--- src/rtl/ram_lsu_arbiter.sv ---
// ram_lsu_arbiter
// Shares RAM read port 2 and the RAM write port between the core load/store
// stage and the debug/loader port. Byte-addressed RV32I loads and stores are
// turned into word-addressed RAM accesses with byte enables. Load data is
// lane-selected and sign/zero-extended after the RAM's one-cycle read latency.
// Only one transaction is in flight at a time.
//
// Ports:
//   clk, rst                      clock, asynchronous active-high reset
//   c_req/c_we/c_addr/c_size/     core request; size is the RV32I funct3
//   c_wdata
//   c_gnt                         one-cycle accept pulse to the core
//   c_rvalid/c_rdata/c_err        one-cycle response to the core
//   d_req/d_we/d_addr/d_wdata     debug request (word accesses only)
//   d_gnt/d_rvalid/d_rdata/d_err  debug accept and response
//   ram_addr, ram_rdata           RAM read port 2 (registered read data)
//   ram_w_enable/ram_w_addr/      RAM write port; the RAM writes whenever
//   ram_w_val/ram_byte_en         ram_byte_en is non-zero
module ram_lsu_arbiter #(
    parameter int RAM_WORDS = 500
) (
    input  logic        clk,
    input  logic        rst,
    input  logic        c_req,
    input  logic        c_we,
    input  logic [31:0] c_addr,
    input  logic [2:0]  c_size,
    input  logic [31:0] c_wdata,
    output logic        c_gnt,
    output logic        c_rvalid,
    output logic [31:0] c_rdata,
    output logic        c_err,
    input  logic        d_req,
    input  logic        d_we,
    input  logic [31:0] d_addr,
    input  logic [31:0] d_wdata,
    output logic        d_gnt,
    output logic        d_rvalid,
    output logic [31:0] d_rdata,
    output logic        d_err,
    output logic [29:0] ram_addr,
    input  logic [31:0] ram_rdata,
    output logic        ram_w_enable,
    output logic [29:0] ram_w_addr,
    output logic [31:0] ram_w_val,
    output logic [3:0]  ram_byte_en
);

    localparam logic [1:0] S_IDLE   = 2'd0;
    localparam logic [1:0] S_ACCESS = 2'd1;
    localparam logic [1:0] S_WAIT   = 2'd2;
    localparam logic [1:0] S_RESP   = 2'd3;

    localparam logic [2:0] SZ_B  = 3'd0;
    localparam logic [2:0] SZ_H  = 3'd1;
    localparam logic [2:0] SZ_W  = 3'd2;
    localparam logic [2:0] SZ_BU = 3'd4;
    localparam logic [2:0] SZ_HU = 3'd5;

    localparam logic [29:0] WORD_LIMIT = 30'(RAM_WORDS);

    logic [1:0]  state_q, state_d;
    logic        lastDbg_q, lastDbg_d;
    logic        owner_q, owner_d;
    logic        we_q, we_d;
    logic [2:0]  size_q, size_d;
    logic [31:0] addr_q, addr_d;
    logic [31:0] wdata_q, wdata_d;
    logic [31:0] rdata_q, rdata_d;
    logic        err_q, err_d;

    logic        anyReq;
    logic        pickDbg;
    logic        grantNow;
    logic        selWe;
    logic [2:0]  selSize;
    logic [31:0] selAddr;
    logic [31:0] selWdata;
    logic        selErr;
    logic [31:0] laneData;
    logic [31:0] loadData;
    logic        storeNow;

    // Arbitration and request selection. When both sides ask, the one that
    // was not granted last wins; lastDbg_q resets high so the core wins the
    // first contested grant. The grant is gated by rst so every output is
    // quiet while reset is held, even if requests are already pending.
    always_comb begin
        anyReq   = c_req | d_req;
        pickDbg  = d_req & (~c_req | ~lastDbg_q);
        grantNow = (state_q == S_IDLE) & anyReq & ~rst;
        selWe    = pickDbg ? d_we    : c_we;
        selSize  = pickDbg ? SZ_W    : c_size;
        selAddr  = pickDbg ? d_addr  : c_addr;
        selWdata = pickDbg ? d_wdata : c_wdata;

        selErr = 1'b0;
        case (selSize)
            SZ_B, SZ_BU: selErr = 1'b0;
            SZ_H, SZ_HU: selErr = selAddr[0];
            SZ_W:        selErr = |selAddr[1:0];
            default:     selErr = 1'b1;
        endcase
        if (selAddr[31:2] >= WORD_LIMIT) begin
            selErr = 1'b1;
        end
    end

    // Load data path: shift the addressed lane down to bit 0, then extend.
    // Only legal, aligned sizes ever reach WAIT, so a word load has offset 0.
    always_comb begin
        laneData = ram_rdata >> {addr_q[1:0], 3'b000};
        case (size_q)
            SZ_B:    loadData = {{24{laneData[7]}}, laneData[7:0]};
            SZ_H:    loadData = {{16{laneData[15]}}, laneData[15:0]};
            SZ_BU:   loadData = {24'b0, laneData[7:0]};
            SZ_HU:   loadData = {16'b0, laneData[15:0]};
            default: loadData = laneData;
        endcase
    end

    // Transaction sequencer: IDLE grants and latches, ACCESS drives the RAM,
    // WAIT captures the registered read data, RESP reports to the owner.
    // Errors skip straight to RESP so the RAM never sees an illegal access.
    always_comb begin
        state_d   = state_q;
        lastDbg_d = lastDbg_q;
        owner_d   = owner_q;
        we_d      = we_q;
        size_d    = size_q;
        addr_d    = addr_q;
        wdata_d   = wdata_q;
        rdata_d   = rdata_q;
        err_d     = err_q;
        case (state_q)
            S_IDLE: begin
                if (grantNow) begin
                    owner_d   = pickDbg;
                    lastDbg_d = pickDbg;
                    we_d      = selWe;
                    size_d    = selSize;
                    addr_d    = selAddr;
                    wdata_d   = selWdata;
                    rdata_d   = 32'b0;
                    err_d     = selErr;
                    state_d   = selErr ? S_RESP : S_ACCESS;
                end
            end
            S_ACCESS: state_d = we_q ? S_RESP : S_WAIT;
            S_WAIT: begin
                rdata_d = loadData;
                state_d = S_RESP;
            end
            default: state_d = S_IDLE;
        endcase
    end

    // State registers; an asynchronous reset drops any in-flight transaction.
    always_ff @(posedge clk or posedge rst) begin
        if (rst) begin
            state_q   <= S_IDLE;
            lastDbg_q <= 1'b1;
            owner_q   <= 1'b0;
            we_q      <= 1'b0;
            size_q    <= 3'b0;
            addr_q    <= 32'b0;
            wdata_q   <= 32'b0;
            rdata_q   <= 32'b0;
            err_q     <= 1'b0;
        end else begin
            state_q   <= state_d;
            lastDbg_q <= lastDbg_d;
            owner_q   <= owner_d;
            we_q      <= we_d;
            size_q    <= size_d;
            addr_q    <= addr_d;
            wdata_q   <= wdata_d;
            rdata_q   <= rdata_d;
            err_q     <= err_d;
        end
    end

    // RAM port drive. The RAM writes on any non-zero byte enable, so the
    // enables are forced to zero everywhere except the ACCESS cycle of a store.
    always_comb begin
        storeNow     = (state_q == S_ACCESS) & we_q;
        ram_addr     = (state_q == S_ACCESS) ? addr_q[31:2] : 30'b0;
        ram_w_enable = storeNow;
        ram_w_addr   = storeNow ? addr_q[31:2] : 30'b0;
        ram_w_val    = 32'b0;
        ram_byte_en  = 4'b0;
        if (storeNow) begin
            case (size_q[1:0])
                2'b00: begin
                    ram_byte_en = 4'b0001 << addr_q[1:0];
                    ram_w_val   = {4{wdata_q[7:0]}};
                end
                2'b01: begin
                    ram_byte_en = 4'b0011 << addr_q[1:0];
                    ram_w_val   = {2{wdata_q[15:0]}};
                end
                default: begin
                    ram_byte_en = 4'b1111;
                    ram_w_val   = wdata_q;
                end
            endcase
        end
    end

    // Requester handshakes; only the owner of the transaction sees RESP.
    always_comb begin
        c_gnt    = grantNow & ~pickDbg;
        d_gnt    = grantNow & pickDbg;
        c_rvalid = (state_q == S_RESP) & ~owner_q;
        d_rvalid = (state_q == S_RESP) & owner_q;
        c_rdata  = c_rvalid ? rdata_q : 32'b0;
        d_rdata  = d_rvalid ? rdata_q : 32'b0;
        c_err    = c_rvalid & err_q;
        d_err    = d_rvalid & err_q;
    end

endmodule

--- config.mk ---
export PLATFORM = sky130hd
export DESIGN_NAME = ram_lsu_arbiter
export DESIGN_NICKNAME = d
export VERILOG_FILES = /design/src/rtl/ram_lsu_arbiter.sv
export SDC_FILE = /design/constraint.sdc
export NUM_CORES = 1
export LEC_CHECK = 0
export ABC_AREA = 0
export CORE_MARGIN = 1
export CORE_UTILIZATION = 35
export DETAILED_ROUTE_END_ITERATION = 16
export PLACE_DENSITY_LB_ADDON = 0.25
export SYNTH_ARGS = -nofsm -noshare
export SYNTH_HDL_FRONTEND = slang
export SYNTH_SLANG_ARGS = --single-unit
--- constraint.sdc ---
create_clock -name clk -period 3.1 [get_ports clk]
set_input_delay 0.62 -clock clk [delete_from_list [all_inputs] [get_ports clk]]
set_output_delay 0.62 -clock clk [all_outputs]
set_load 0.005 [all_outputs]
**Yosys cells after proc, flatten, opt, wreduce, memory -nomap -nowiden**

Cells that the tools add are included.

- Word-level logic and storage cells: 73
- Output and inout port bits: 167
- Input port bits: 169
- Flip-flop bits (word level): 105

- Bitwise logic cells: 17
- $lt $le $gt $ge: 1
- Reductions and logical operators: 10
- Shift operators: 3
- Equality and inequality tests: 12
- Mux-type cells: 21

Operators with widths:

| kind | count |
|---|---|
| 32-bit 2-to-1 mux | 6 |
| 32-bit case mux with 2 select lines | 2 |
| 32-bit case mux with 4 select lines | 1 |
| 30-bit 2-to-1 mux | 2 |
| 32-bit by 5-bit >> shifter with 32-bit output | 1 |
| 30-bit by 9-bit >= comparator with 1-bit output, second input constant | 1 |
| 3-bit == test, second input constant | 4 |
| 1-bit bitwise AND | 10 |
| 4-bit case mux with 2 select lines | 1 |
| 3-bit by 1-bit == test with 1-bit output, second input constant | 2 |
| 3-bit zero test | 2 |
| 2-bit case mux with 3 select lines | 1 |
| 2-bit OR reduction | 3 |
| 1-bit NOT | 5 |
| 2-bit by 1-bit == test with 1-bit output, second input constant | 2 |
| 2-bit == test, second input constant | 2 |
| 2-bit zero test | 2 |
| 2-bit 2-to-1 mux | 2 |
| 4-bit 2-to-1 mux | 1 |
| 2-bit AND reduction | 2 |
| 1-bit by 2-bit left shift with 4-bit output, first input constant | 1 |
| 2-bit by 2-bit left shift with 4-bit output, first input constant | 1 |
| 3-bit by 2-bit == test with 1-bit output, second input constant | 1 |
| 1-bit 2-to-1 mux | 3 |
| other kinds (5) | 6 |

**Longest topological paths before layout**

- Word-level depth: 11
- Mapped depth: 10
- Gate-level depth less buffers: 7

**Worst setup path before layout**

Ideal clock, no wire load.

- Path type: flip-flop to output port
- Start point: register state_q[0]
- End point: output c_gnt
- Stages on the path, launching flop included: 8
- Buffers on the path: 2
- Arrival time: 1.617 ns
- Slack: 0.863 ns
- Required time: 2.480 ns
- Cells stage by stage: dfrtp_1 > inv_1 > ha_1 > nand2b_1 > or2_2 > clkbuf_1 > nor2_1 > clkbuf_1

- Word-level cells in the longest chain between the ends: 4

Ends and longest elaborated chain:

| item | line | text |
|---|---|---|
| start: declaration | 62 | `logic [1:0] state_q, state_d;` |
| start signal: assignment | 171 | `state_q <= state_d;` |
| 2-bit zero test | 91 | `grantNow = (state_q == S_IDLE) & anyReq & ~rst;` |
| 1-bit bitwise AND (2 in a row) | 91 |  |
| 1-bit bitwise AND | 212 | `c_gnt = grantNow & ~pickDbg;` |
| end: declaration | 29 | `output logic c_gnt,` |

No other way between the ends.

**Worst setup path after layout**

- Start point: register size_q[0]
- End point: output ram_w_val[10]

- Word-level cells in the longest chain between the ends: 3
- Elaborated cells between the ends (all ways): 4
- Classes of those cells: eq/ne: 1; mux: 2; reduce/logical: 1

Ends and longest elaborated chain:

| item | line | text |
|---|---|---|
| start: declaration | 66 | `logic [2:0] size_q, size_d;` |
| start signal: assignment | 175 | `size_q <= size_d;` |
| 2-bit by 1-bit == test with 1-bit output or 2-bit zero test (tied branches) | 193 | `case (size_q[1:0])` |
| 32-bit case mux with 2 select lines (*) | 193 |  |
| 32-bit 2-to-1 mux (*) | 192 | `if (storeNow) begin` |
| end: declaration | 45 | `output logic [31:0] ram_w_val,` |

Every way passes the cells marked *; elsewhere a longest branch is shown, timed or not.

==> flow_metrics.tcl <==
set metrics [dict create \
    drtPass1Iterations 5 \
    place.detailed.hpwl_um 18500 \
    startpoint_type "flip-flop" \
    finalCriticalPeriod_ns 2.95 \
    synth_top_family_by_area "simple AND/OR/NAND/NOR gates" \
    finalCritPeriodShare 0.950 \
    utilization 0.577 \
    cp_max_fo 12 \
    powerDensity_nw_per_um2 708 \
    drt_iter0_drc 334 \
    grt_antenna_before_repair 0 \
    synth-simple-area-share 0.302 \
    die_x_um 138 \
    wl_per_cell_um 18.3 \
    ir_worst_vdd_mv 0.495 \
    cts_setup_buffers 0 \
    path_class "flip-flop to output port" \
    relSlewSlack 0.573 \
    hold_viol 0 \
    drive_gt1_frac 0.0549 \
    whs_path_depth 2 \
    grt_pass1_vias 6333 \
    synth_edf_count 0 \
    drc 0 \
    worst_pin_slew_ns 0.639 \
    synth_ff_type "dfrtp_1" \
    outcome "finished, final reports clean" \
    root_buffer "clkbuf_16" \
    die_area_um2 19000 \
    synthesis.nets 975 \
    syn_inst 801 \
    drv_slew 0 \
    grt_pass1_wl_um 36200 \
    setup_violations 0 \
    reg2reg_depth 7 \
    max-cap-violations 0 \
    synth-seq-cells 105 \
    synth_xor_area_frac 0 \
    clock_latency_ns 0.36 \
    diodes 0 \
    cts_tree "yes" \
    arrival_ns 2.33 \
    max-clock-path-buffers 2 \
    cts.clk_slew.worst_paths_ns 0.07 \
    muxShareOfSynthArea 0.0654 \
    yosys_warnings 0 \
    hold_class "flip-flop to flip-flop" \
    netlist_area_um2 6450 \
    core_area_um2 18000 \
    detail_route.vias_per_cell 5.17 \
    synth-seq-area-share 0.408 \
    rsz0062_at_grt "no" \
    vias 6930 \
    cts_max_level 3 \
    yosys.area_share.adder 0.00970 \
    start_util 0.358 \
    skew_ns 0.00566 \
    drtAntennaViolNets 0 \
    grtUsageTotal 0.257 \
    cts_buffers 9 \
    die_y_um 138 \
    grt_overflow 0 \
    grt_max_degree 63 \
    io_buffers 335 \
    fmax_mhz 339 \
    place_congestion 0.841 \
    synth_compound_area_frac 0.169 \
    hold_buffers 0 \
    endpoint_kind "output port" \
    cts_sinks 105 \
    fp-row-count 49 \
    syn_area_per_cell_um2 8.05 \
    synth_cell_type_count 40 \
    critPathRequiredTime_ns 2.48 \
    p_leak_nw 4.63 \
    layout.nets 1281 \
    ioPinCount 336 \
    syn2layout_area_growth_pct 61.3 \
    wl_um 24600 \
    postSynth.asyncResetShare 1.00 \
    setup_tns_ns 0 \
    ctsResizeCount 0 \
]
## synth_stat cells, types with 3 or more instances
master,n,area (um^2)
nor4_1,6,37.5
clkbuf_1,59,221
nor2_1,72,270
a221o_1,16,160
nand4_1,3,18.8
buf_1,3,11.3
a21o_1,3,22.5
inv_1,8,30.0
nor3_1,8,40.0
dfrtp_1,104,2600
and2_1,64,400
mux2_2,9,101
o21ai_0,29,145
nand2_1,175,657
a22oi_1,36,270
a21oi_1,37,185
and3_1,73,457
ha_1,5,62.6
a31oi_1,30,188
buf_2,4,20.0
mux2i_1,32,320
## layer usage
layer | vias to the layer above | global-route usage | share of wire
li1 | 3390 | - | -
met1 | 3232 | 0.313 | 0.41
met2 | 274 | 0.441 | 0.49
met3 | 34 | 0.0666 | 0.079
met4 | 0 | 0.0803 | 0.023
met5 | - | 0 | 0
## stage by stage
stage	setup slack [ns]	cell area, um^2	hold WS [ns]	power (mW)	instances
floorplan	0.863	6450	0.438	4.49	801
global placement	0.210	10100	0.449	6.12	1325
finish	0.154	10400	0.472	7.36	1340
CTS	0.173	10400	0.474	7.41	1340
global route	0.0914	10400	0.491	7.88	1340
detailed placement	0.208	10100	0.458	6.20	1325
## cells by family after synthesis
kind of cell,after synthesis
buf+inv,75
compound gates,163
fa+ha+maj,5
simple gates,412
mux,41
flops,105
## worst max-delay path, cell delays in order (launching register included)
cell,delay (ns)
dfrtp_1,0.56
nor2_1,0.58
nand2_1,0.12
a21oi_1,0.17
clkdlybuf4s50_1,0.54
## final timing paths
check,start,to,slack (ns)
setup / recovery,size_q[0],ram_w_val[10],0.15
hold / removal,wdata_q[21],wdata_q[21],0.47
min in group asynchronous,rst,addr_q[10],0.73
setup reg to reg,addr_q[1],rdata_q[21],0.76
hold reg to reg,wdata_q[21],wdata_q[21],0.47
max in group asynchronous,rst,lastDbg_q,1.72
## cells in the final DEF (no fill, tap or decap), types with 16 or more instances in the layout
cell type and count:
nor2_1 69, clkdlybuf4s50_1 335, and3_1 73, a31oi_1 30
and2_1 64, dfrtp_1 104, a21oi_1 36, buf_4 24
o21ai_0 29, nand2_1 175, mux2i_1 32, a221o_1 16
a22oi_1 36
## sequential cells by signal, summed over array words and instances (netlist names)
| register | flops |
|---|---|
| we_q | 1 |
| addr_q | 32 |
| rdata_q | 32 |
| owner_q | 1 |
| lastDbg_q | 1 |
| err_q | 1 |
| state_q | 2 |
| wdata_q | 32 |
| size_q | 3 |
## report_power, final
| group | internal (mW) | total (mW) | switching (mW) | leakage (nW) |
|---|---|---|---|---|
| clock | 0.665 | 1.19 | 0.525 | 0.148 |
| sequential | 1.98 | 2.54 | 0.565 | 1.28 |
| combinational | 1.75 | 3.62 | 1.87 | 3.20 |
## layout make-up
| type | count | area (um^2) |
|---|---|---|
| fillers | 1674 | 7630 |
| repair buffers | 362 | 3590 |
| multi-input cells | 621 | 3560 |
| flip-flops and latches | 105 | 2630 |
| well taps | 229 | 287 |
| clock buffers | 12 | 256 |
| clock inverters | 3 | 40.0 |
| inverters | 8 | 33.8 |
(Power assumes the default switching activity.)
==> patch: new RTL, same flow settings <==
Make the reset (`rst`) synchronous in one clocked block. Comments in the files are not updated.
--- a/src/rtl/ram_lsu_arbiter.sv
+++ b/src/rtl/ram_lsu_arbiter.sv
@@ -156,7 +156,7 @@
     end
 
     // State registers; an asynchronous reset drops any in-flight transaction.
-    always_ff @(posedge clk or posedge rst) begin
+    always_ff @(posedge clk) begin
         if (rst) begin
             state_q   <= S_IDLE;
             lastDbg_q <= 1'b1;
Formal check against the unedited RTL: differs if rst is asserted again (counterexample within 4 cycles, from zero or initial values and one cycle with rst high); with rst held inactive, the same outputs for 10 cycles.
==> patch against the unedited design <==
Sequential power fell by 13%; sequential share of layout area fell by 4.7 points; final area fell by 2.0%; routed wire length rose by 3.6%; total power is 17% lower; worst setup slack improved by 0.047 ns; area after synthesis down 1.1%; first-iteration DRC count grew 37%; combinational power decreased by 24%; sequential cell count unchanged; count of clock-buffer cells in the layout increased by 1; critical path type unchanged; hold slack better by 0.026 ns.
==> patch: results <==
[outcome]
status = finished, final reports clean

[global_routing]
antenna_found_initial = 2

[pwr]
leakagePower_nw = 4.03

[yosys]
synth_common_cells = nand2_1 (168), nor2_1 (117), dfxtp_1 (105)
synth_top_flop_cell = dfxtp_1
muxShareOfSynthArea_pct = 6.99
yosysUniqueCellTypes = 48
syn_nets = 1028
synthAdderAreaFrac_pct = 0.981
synth_compound_area_share_pct = 19.6
ys_top_cells_by_area = dfxtp_1 (33%), nand2_1 (9.9%), a311oi_1 (8.9%)
ys_seq_area_share_pct = 33.0

[final_layout]
nClkBuffers = 13
largestClassByArea = multi-input combinational cells
fillers = 1663
bufAreaShareNonClock_pct = 35.0
clk_share_pct = 2.85
multi_input_area_share_pct = 38.5

[detailed_routing]
wl_met3_mm = 2.37
highest_layer = met5
wl_met1_mm = 9.95
dr_total_vias = 7366

[sta]
hold_ws_ns = 0.498
fin_crit_sh_pct = 93.5

[placed_design]
place_ws_ns = 0.310
dp_hpwl_mm = 19.3

[critical_path]
startpoint = size_q[0]$_SDFFE_PP0P_
cp_top_family = flip-flops
critPathCapture = ram_w_val[14]
timing.rr.end = rdata_q[24]$_SDFFE_PP0P_

[worst_hold_path]
worstHoldEndpoint = wdata_q[30]$_SDFFE_PP0P_
## patch: changes by cell type in the layout (fill, tap and decap cells not counted), moves of 21 or more
cell | before | now
dfxtp_1 | 0 | 105
dfrtp_1 | 104 | 0
a311oi_1 | 0 | 65
nor2_1 | 69 | 116
a31oi_1 | 30 | 0
a22oi_1 | 36 | 10
o21ai_0 | 29 | 8
## patch: metal layers
layer,global-route usage (%),vias up
li1,-,3590
met1,29.7,3390
met2,46.4,340
met3,6.89,42
met4,9.83,4
met5,0,-
## patch: cells by family (layout without fill, tap and decap cells)
kind of cell,count (synthesis),in the layout
AOI/OAI and AO/OA,161,161
adders and majority gates,5,5
buffers and inverters,89,383
DFF,105,105
muxes,41,41
and+or+nand+nor,453,453
## patch: through the flow
step	power [mW]	cells
finish	6.10	1373
global route	6.50	1373
CTS	6.12	1373
detailed placement	4.96	1357
global placement	4.90	1357
floorplan	3.85	854
## patch: tightest hold or removal path, stage by stage (launching register included)
cell	delay, ns
dfxtp_1	0.31
nor2_1	0.09
a311oi_1	0.05
